File: src/rtl/fcc_pkg.sv
// Shared constants and helpers for the router flow-control credit logic.
package fcc_pkg;

    localparam int PORT_N           = 0;
    localparam int PORT_S           = 1;
    localparam int PORT_E           = 2;
    localparam int PORT_W           = 3;
    localparam int PORT_L           = 4;
    localparam int NUM_ROUTER_PORTS = 5;
    localparam int FCC_DEFAULT_DEPTH = 4;

    // Counter width able to hold every value 0..depth inclusive.
    function automatic int credit_width(input int depth);
        return $clog2(depth + 1);
    endfunction

endpackage

File: src/rtl/fcc_credit_counter.sv
// One channel of credit tracking: saturating counter, sticky over/underflow
// flags and the send-enable / low-watermark decode.
module fcc_credit_counter
    import fcc_pkg::*;
#(
    parameter int BUF_DEPTH = FCC_DEFAULT_DEPTH,
    parameter int LOW_WM    = 1,
    parameter int CW        = credit_width(BUF_DEPTH)
) (
    input  logic          clk,
    input  logic          rst_n,
    input  logic          incr_i,
    input  logic          decr_i,
    input  logic          clear_err_i,
    output logic [CW-1:0] cnt_o,
    output logic          en_o,
    output logic          low_o,
    output logic          ovf_err_o,
    output logic          udf_err_o
);

    localparam logic [CW-1:0] DEPTH_C = CW'(BUF_DEPTH);
    localparam logic [CW-1:0] LOW_C   = CW'(LOW_WM);
    localparam logic [CW-1:0] ONE_C   = CW'(1);
    localparam logic [CW-1:0] ZERO_C  = {CW{1'b0}};

    logic [CW-1:0] cnt_d, cnt_q;
    logic          ovf_d, ovf_q;
    logic          udf_d, udf_q;
    logic          ovf_set_s, udf_set_s;

    // Next-state: simultaneous incr+decr cancels, so it is legal at either bound.
    always_comb begin
        cnt_d     = cnt_q;
        ovf_set_s = 1'b0;
        udf_set_s = 1'b0;
        case ({incr_i, decr_i})
            2'b10: begin
                if (cnt_q < DEPTH_C) begin
                    cnt_d = cnt_q + ONE_C;
                end else begin
                    ovf_set_s = 1'b1;
                end
            end
            2'b01: begin
                if (cnt_q != ZERO_C) begin
                    cnt_d = cnt_q - ONE_C;
                end else begin
                    udf_set_s = 1'b1;
                end
            end
            default: cnt_d = cnt_q;
        endcase
        // A clear wins over an error raised in the same cycle.
        ovf_d = clear_err_i ? 1'b0 : (ovf_q | ovf_set_s);
        udf_d = clear_err_i ? 1'b0 : (udf_q | udf_set_s);
    end

    // State registers with synchronous active-low reset to a full credit pool.
    always_ff @(posedge clk) begin
        if (!rst_n) begin
            cnt_q <= DEPTH_C;
            ovf_q <= 1'b0;
            udf_q <= 1'b0;
        end else begin
            cnt_q <= cnt_d;
            ovf_q <= ovf_d;
            udf_q <= udf_d;
        end
    end

    assign cnt_o     = cnt_q;
    assign en_o      = (cnt_q != ZERO_C);
    assign low_o     = (cnt_q <= LOW_C);
    assign ovf_err_o = ovf_q;
    assign udf_err_o = udf_q;

endmodule

File: src/rtl/fcc_credit_array.sv
// Parametrised flow-control credit block: one independent credit counter per
// output channel, with readable counts, low-watermark and sticky error flags.
module fcc_credit_array
    import fcc_pkg::*;
#(
    parameter int NUM_PORTS = NUM_ROUTER_PORTS,
    parameter int BUF_DEPTH = FCC_DEFAULT_DEPTH,
    parameter int LOW_WM    = 1,
    localparam int CW       = credit_width(BUF_DEPTH)
) (
    input  logic                    clk,
    input  logic                    rst_n,
    input  logic [NUM_PORTS-1:0]    incr_i,
    input  logic [NUM_PORTS-1:0]    decr_i,
    input  logic                    clear_err_i,
    output logic [NUM_PORTS-1:0]    credit_en_o,
    output logic [NUM_PORTS-1:0]    credit_low_o,
    output logic [NUM_PORTS*CW-1:0] credit_cnt_o,
    output logic [NUM_PORTS-1:0]    ovf_err_o,
    output logic [NUM_PORTS-1:0]    udf_err_o
);

    for (genvar p = 0; p < NUM_PORTS; p++) begin : g_ch
        fcc_credit_counter #(
            .BUF_DEPTH (BUF_DEPTH),
            .LOW_WM    (LOW_WM),
            .CW        (CW)
        ) u_cnt (
            .clk         (clk),
            .rst_n       (rst_n),
            .incr_i      (incr_i[p]),
            .decr_i      (decr_i[p]),
            .clear_err_i (clear_err_i),
            .cnt_o       (credit_cnt_o[p*CW +: CW]),
            .en_o        (credit_en_o[p]),
            .low_o       (credit_low_o[p]),
            .ovf_err_o   (ovf_err_o[p]),
            .udf_err_o   (udf_err_o[p])
        );
    end

endmodule

File: config.mk
export PLATFORM = sky130hd
export DESIGN_NAME = fcc_credit_array
export DESIGN_NICKNAME = d
export VERILOG_FILES = /design/src/rtl/fcc_pkg.sv /design/src/rtl/fcc_credit_counter.sv /design/src/rtl/fcc_credit_array.sv
export SDC_FILE = /design/constraint.sdc
export NUM_CORES = 1
export LEC_CHECK = 0
export ABC_AREA = 1
export CELL_PAD_IN_SITES_DETAIL_PLACEMENT = 1
export CELL_PAD_IN_SITES_GLOBAL_PLACEMENT = 1
export CORE_MARGIN = 5
export CORE_UTILIZATION = 35
export CTS_CLUSTER_DIAMETER = 60
export DETAILED_ROUTE_END_ITERATION = 12
export PLACE_DENSITY = 0.95
export SLEW_MARGIN = 15
export SYNTH_ARGS = -nofsm -noshare
export SYNTH_HDL_FRONTEND = slang
export SYNTH_HIERARCHICAL = 1
export SYNTH_SLANG_ARGS = --single-unit
File: constraint.sdc
create_clock -name clk -period 2.7 [get_ports clk]
set_input_delay 0.405 -clock clk [delete_from_list [all_inputs] [get_ports clk]]
set_output_delay 0.405 -clock clk [all_outputs]
set_load 0.03 [all_outputs]
==> Word-level counts from Yosys, hierarchy flattened <==
Cells that the tools add are included.
{ "totals": {"ff_bits": 25, "inputBits": 13, "output_inout_bits": 35, "wordCells": 117} }
{ "op_classes": {"add_sub_neg": 10, "magnitude_cmp": 10, "n_eq_ne": 20, "n_mux": 35, "n_bitwise": 11, "reduce_logical": 16} }
{ "ops": {"columns": ["cell", "count"], "rows": [
  ["3-bit two-way mux", 10],
  ["3-bit one-hot mux with 2 select lines", 5],
  ["1-bit two-way mux", 20],
  ["2-bit by 1-bit inequality test with 1-bit output, second input constant", 10],
  ["3-bit by 1-bit adder with 3-bit output, second input constant", 5],
  ["3-bit by 1-bit less-or-equal comparator with 1-bit output, second input constant", 5],
  ["3-bit < comparator, second input constant", 5],
  ["3-bit AND reduction", 5],
  ["3-bit nonzero test", 5],
  ["3-bit by 1-bit subtractor with 3-bit output, second input constant", 5],
  ["2-bit by 1-bit equality test with 1-bit output, second input constant", 5],
  ["2-bit equality test, second input constant", 5],
  ["1-bit OR", 10],
  ["2-bit nonzero test", 5],
  ["2-bit OR reduction", 1],
  ["1-bit NOT", 1]
]} }

==> Depth between registers and ports, before layout <==
{ "depth": {"ltp_word": 4, "depth_mapped": 8, "depth_no_buf": 8} }

==> Cells and area by module <==
Netlist, hierarchy kept.
{ "by_module_without_submodules": {"columns": ["module", "instances", "cells_per_inst", "area_each_um2", "seq_area_each_um2"], "rows": [
  ["fcc_credit_counter", 5, 48, 326.6, 100.1]
]} }

==> Worst setup path before layout <==
Ideal clock, no wire load.
{ "synth_timing": {"path_kind": "register to output", "from": "reg g_ch[0].u_cnt.cnt_q[0]", "to": "out credit_low_o[0]", "t_arrival_ps": 1189, "required_time_ps": 2295, "path_slack_ps": 1106, "path_stages_with_launch": 4, "path_buffers": 0, "cell_sequence": "dfxtp_1 ha_1 a21oi_1 nor2_1"} }
{ "synth_between": {"elab_chain_cells": 1} }
{ "synth_lines": {"columns": ["item", "line", "rtl"], "rows": [
  ["start, declared", "fcc_credit_counter.sv:27", "logic [CW-1:0] cnt_d, cnt_q;"],
  ["start signal, assigned", "fcc_credit_counter.sv:66", "cnt_q <= cnt_d;"],
  ["3-bit by 1-bit less-or-equal comparator with 1-bit output", "fcc_credit_counter.sv:74", "assign low_o = (cnt_q <= LOW_C);"],
  ["end, declared", "fcc_credit_array.sv:17", "output logic [NUM_PORTS-1:0] credit_low_o,"]
]} }
No other way between the ends.

==> Worst setup path after layout <==
{ "layout_timing": {"from": "reg g_ch[1].u_cnt.cnt_q[0]", "to": "out credit_en_o[1]"} }
{ "layout_between": {"elab_chain_cells": 1} }
{ "layout_lines": {"columns": ["item", "line", "rtl"], "rows": [
  ["start, declared", "fcc_credit_counter.sv:27", null],
  ["start signal, assigned", "fcc_credit_counter.sv:66", null],
  ["3-bit nonzero test", "fcc_credit_counter.sv:73", "assign en_o = (cnt_q != ZERO_C);"],
  ["end, declared", "fcc_credit_array.sv:16", "output logic [NUM_PORTS-1:0] credit_en_o,"]
]} }
No other way between the ends.

==> flow_summary.yaml <==
clock_tree:
  clkTransAtPathRegs_ns: 0.08
  clockBufferDepth: 2
  cts_tree: "built"
  insertion_delay_ns: 0.26
  clock_sinks: 25
  cts_made_buffers: 3
  cts_setup_buffers: 0
  cts-root-buf: "clkbuf_8"
  h-tree-depth: 1
  cts_resized: 0
  ctsHoldBuffers: 0
floorplan:
  core_sq_mm: 0.00444
  core.rowCount: 24
  die_y_microns: 78.3
  num_io_pins: 48
  die_width_microns: 78.3
  start_util_pct: 36.7
  dieArea_sq_mm: 0.00613
pwr:
  ir_worst_vdd_mv: 0.233
  leakage_nw: 1.03
  power_density_mw_per_mm2: 455
  p_total_mw: 1.01
place:
  io_buffers: 47
  pre_cts_slack_ns: 0.766
  dpl.hpwl_microns: 3540
  dp.cells: 339
  placed_cell_area_sq_mm: 0.00217
  place.gp.congestion: 0.828
timing:
  rsz0062_at_grt: "no"
  fin_setup_tns_ns: 0
  worst_pin_slew_ns: 0.443
  clock.fmax_mhz: 453
  worst_slack_ns: 0.493
  finalCritPeriodShare_pct: 81.7
  layout_min_cycle_time_ns: 2.21
  maxSlewHeadroom_pct: 70.4
  clock_skew_ns: 0.00180
  finalHoldViolations: 0
  setup_violations: 0
  timing.hold.ws_ns: 0.447
  maxSlewViolCount: 0
outcome:
  status: "finished, final reports clean"
synthesis:
  yosysUniqueCellTypes: 12
  ys_warn_count: 6
  ys_seq_area_share_pct: 30.7
  netlist_instances: 240
  synth_area_sq_mm: 0.00163
  avgSynthCellArea_sq_um: 6.80
  ys_ff_latch: 25
  synth_nets: 273
setup_path:
  required_ns: 2.30
  critPathLaunchType: "flop"
  cp.arrival_ns: 1.80
  worst_setup_path_end_kind: "output port"
  path_max_fanout: 5
  path_class: "flop to output port"
final_layout:
  final_layout_size_suffix_gt1_share_pct: 13.1
  layout_common_cells: "nand2_1 (60), clkdlybuf4s50_1 (47), inv_1 (30)"
  antennaDiodeCount: 0
  syn_to_final_growth_pct: 35.6
  final_area_sq_mm: 0.00221
  post-route-util_pct: 49.8
  nets: 325
  final_cell_count_no_fill: 343
  final_common_cell: "nand2_1"
routing:
  post-route-drc-count: 0
  wl_met3_microns: 146
  drtIter0Drc: 43
  first_pass_iters: 4
  highest_layer: "met4"
  vias: 1601
  wl_met1_microns: 1800
  met2_length_microns: 2220
  wirelength_microns: 4180
  ant_nets: 0
  via_per_inst: 4.67
  post_drt_wl_per_cell_microns: 12.2
hold_path:
  hold_path.class: "flop to flop"
grt:
  grt_pass1_vias: 1635
  grt_usage_pct: 14.2
  grt_pass1_wl_microns: 7250
  antenna_found_initial: 0
  grt_overflow_total: 0
  grt_max_degree: 14
flow_run:
  cap_violations: 0
-- sequential cells by signal, summed over array words and instances (netlist names) --
name	flops
g_ch.u_cnt/udf_err_o	5
g_ch.u_cnt/cnt_o	15
g_ch.u_cnt/ovf_err_o	5
-- routing by layer --
| layer | vias up | GRT usage, % |
|---|---|---|
| li1 | 842 | - |
| met1 | 734 | 16.1 |
| met2 | 23 | 27.8 |
| met3 | 2 | 3.09 |
| met4 | 0 | 1.57 |
| met5 | - | 0 |
-- critical path, cell delays in order, from the launching register on --
cell and delay, ns:
dfxtp_1 0.42, inv_1 0.12, ha_1 0.25, nand2_2 0.09
clkdlybuf4s50_1 0.66
-- cell type report --
| type | instances | area, sq um |
|---|---|---|
| Sequential cell | 25 | 500 |
| Clock buffer | 4 | 45.0 |
| Multi-Input combinational cell | 175 | 982 |
| Inverter | 40 | 150 |
| Fill cell | 593 | 2230 |
| Timing Repair Buffer | 47 | 470 |
| Tap cell | 52 | 65.1 |
-- kinds of logic after synthesis --
family                     after synthesis  share of synthesized area (%)
adders and majority gates               20                           15.3
DFF                                     25                           30.7
and+or+nand+nor                        135                           38.3
AOI/OAI and AO/OA                       20                           6.51
buffers and inverters                   40                           9.20
-- power breakdown --
group / internal [mW] / switching [mW]
Clock: 0.105 / 0.112
Sequential: 0.393 / 0.0276
Combinational: 0.147 / 0.223
Total: 0.645 / 0.362
-- cell usage after synthesis, drive strengths merged --
library cell / count / area, sq um
dfxtp: 25 / 500
inv: 40 / 150
nor2: 30 / 150
a31oi: 5 / 31.3
a21oi: 15 / 75.1
or2: 5 / 31.3
nand2: 75 / 319
nand3: 25 / 125
ha: 20 / 250
-- path summary, 6_finish.rpt --
path	from	end	slack, ns	cells after the start
min	g_ch[0].u_cnt/ovf_err_o	g_ch[0].u_cnt/ovf_err_o	0.45	2
min reg2reg	g_ch[0].u_cnt/ovf_err_o	g_ch[0].u_cnt/ovf_err_o	0.45	2
max reg2reg	g_ch[1].u_cnt/cnt_o[0]	g_ch[1].u_cnt/cnt_o[1]	1.40	8
max	g_ch[1].u_cnt/cnt_o[0]	credit_en_o[1]	0.49	4
Note: power is estimated with default switching activity, not from simulation.
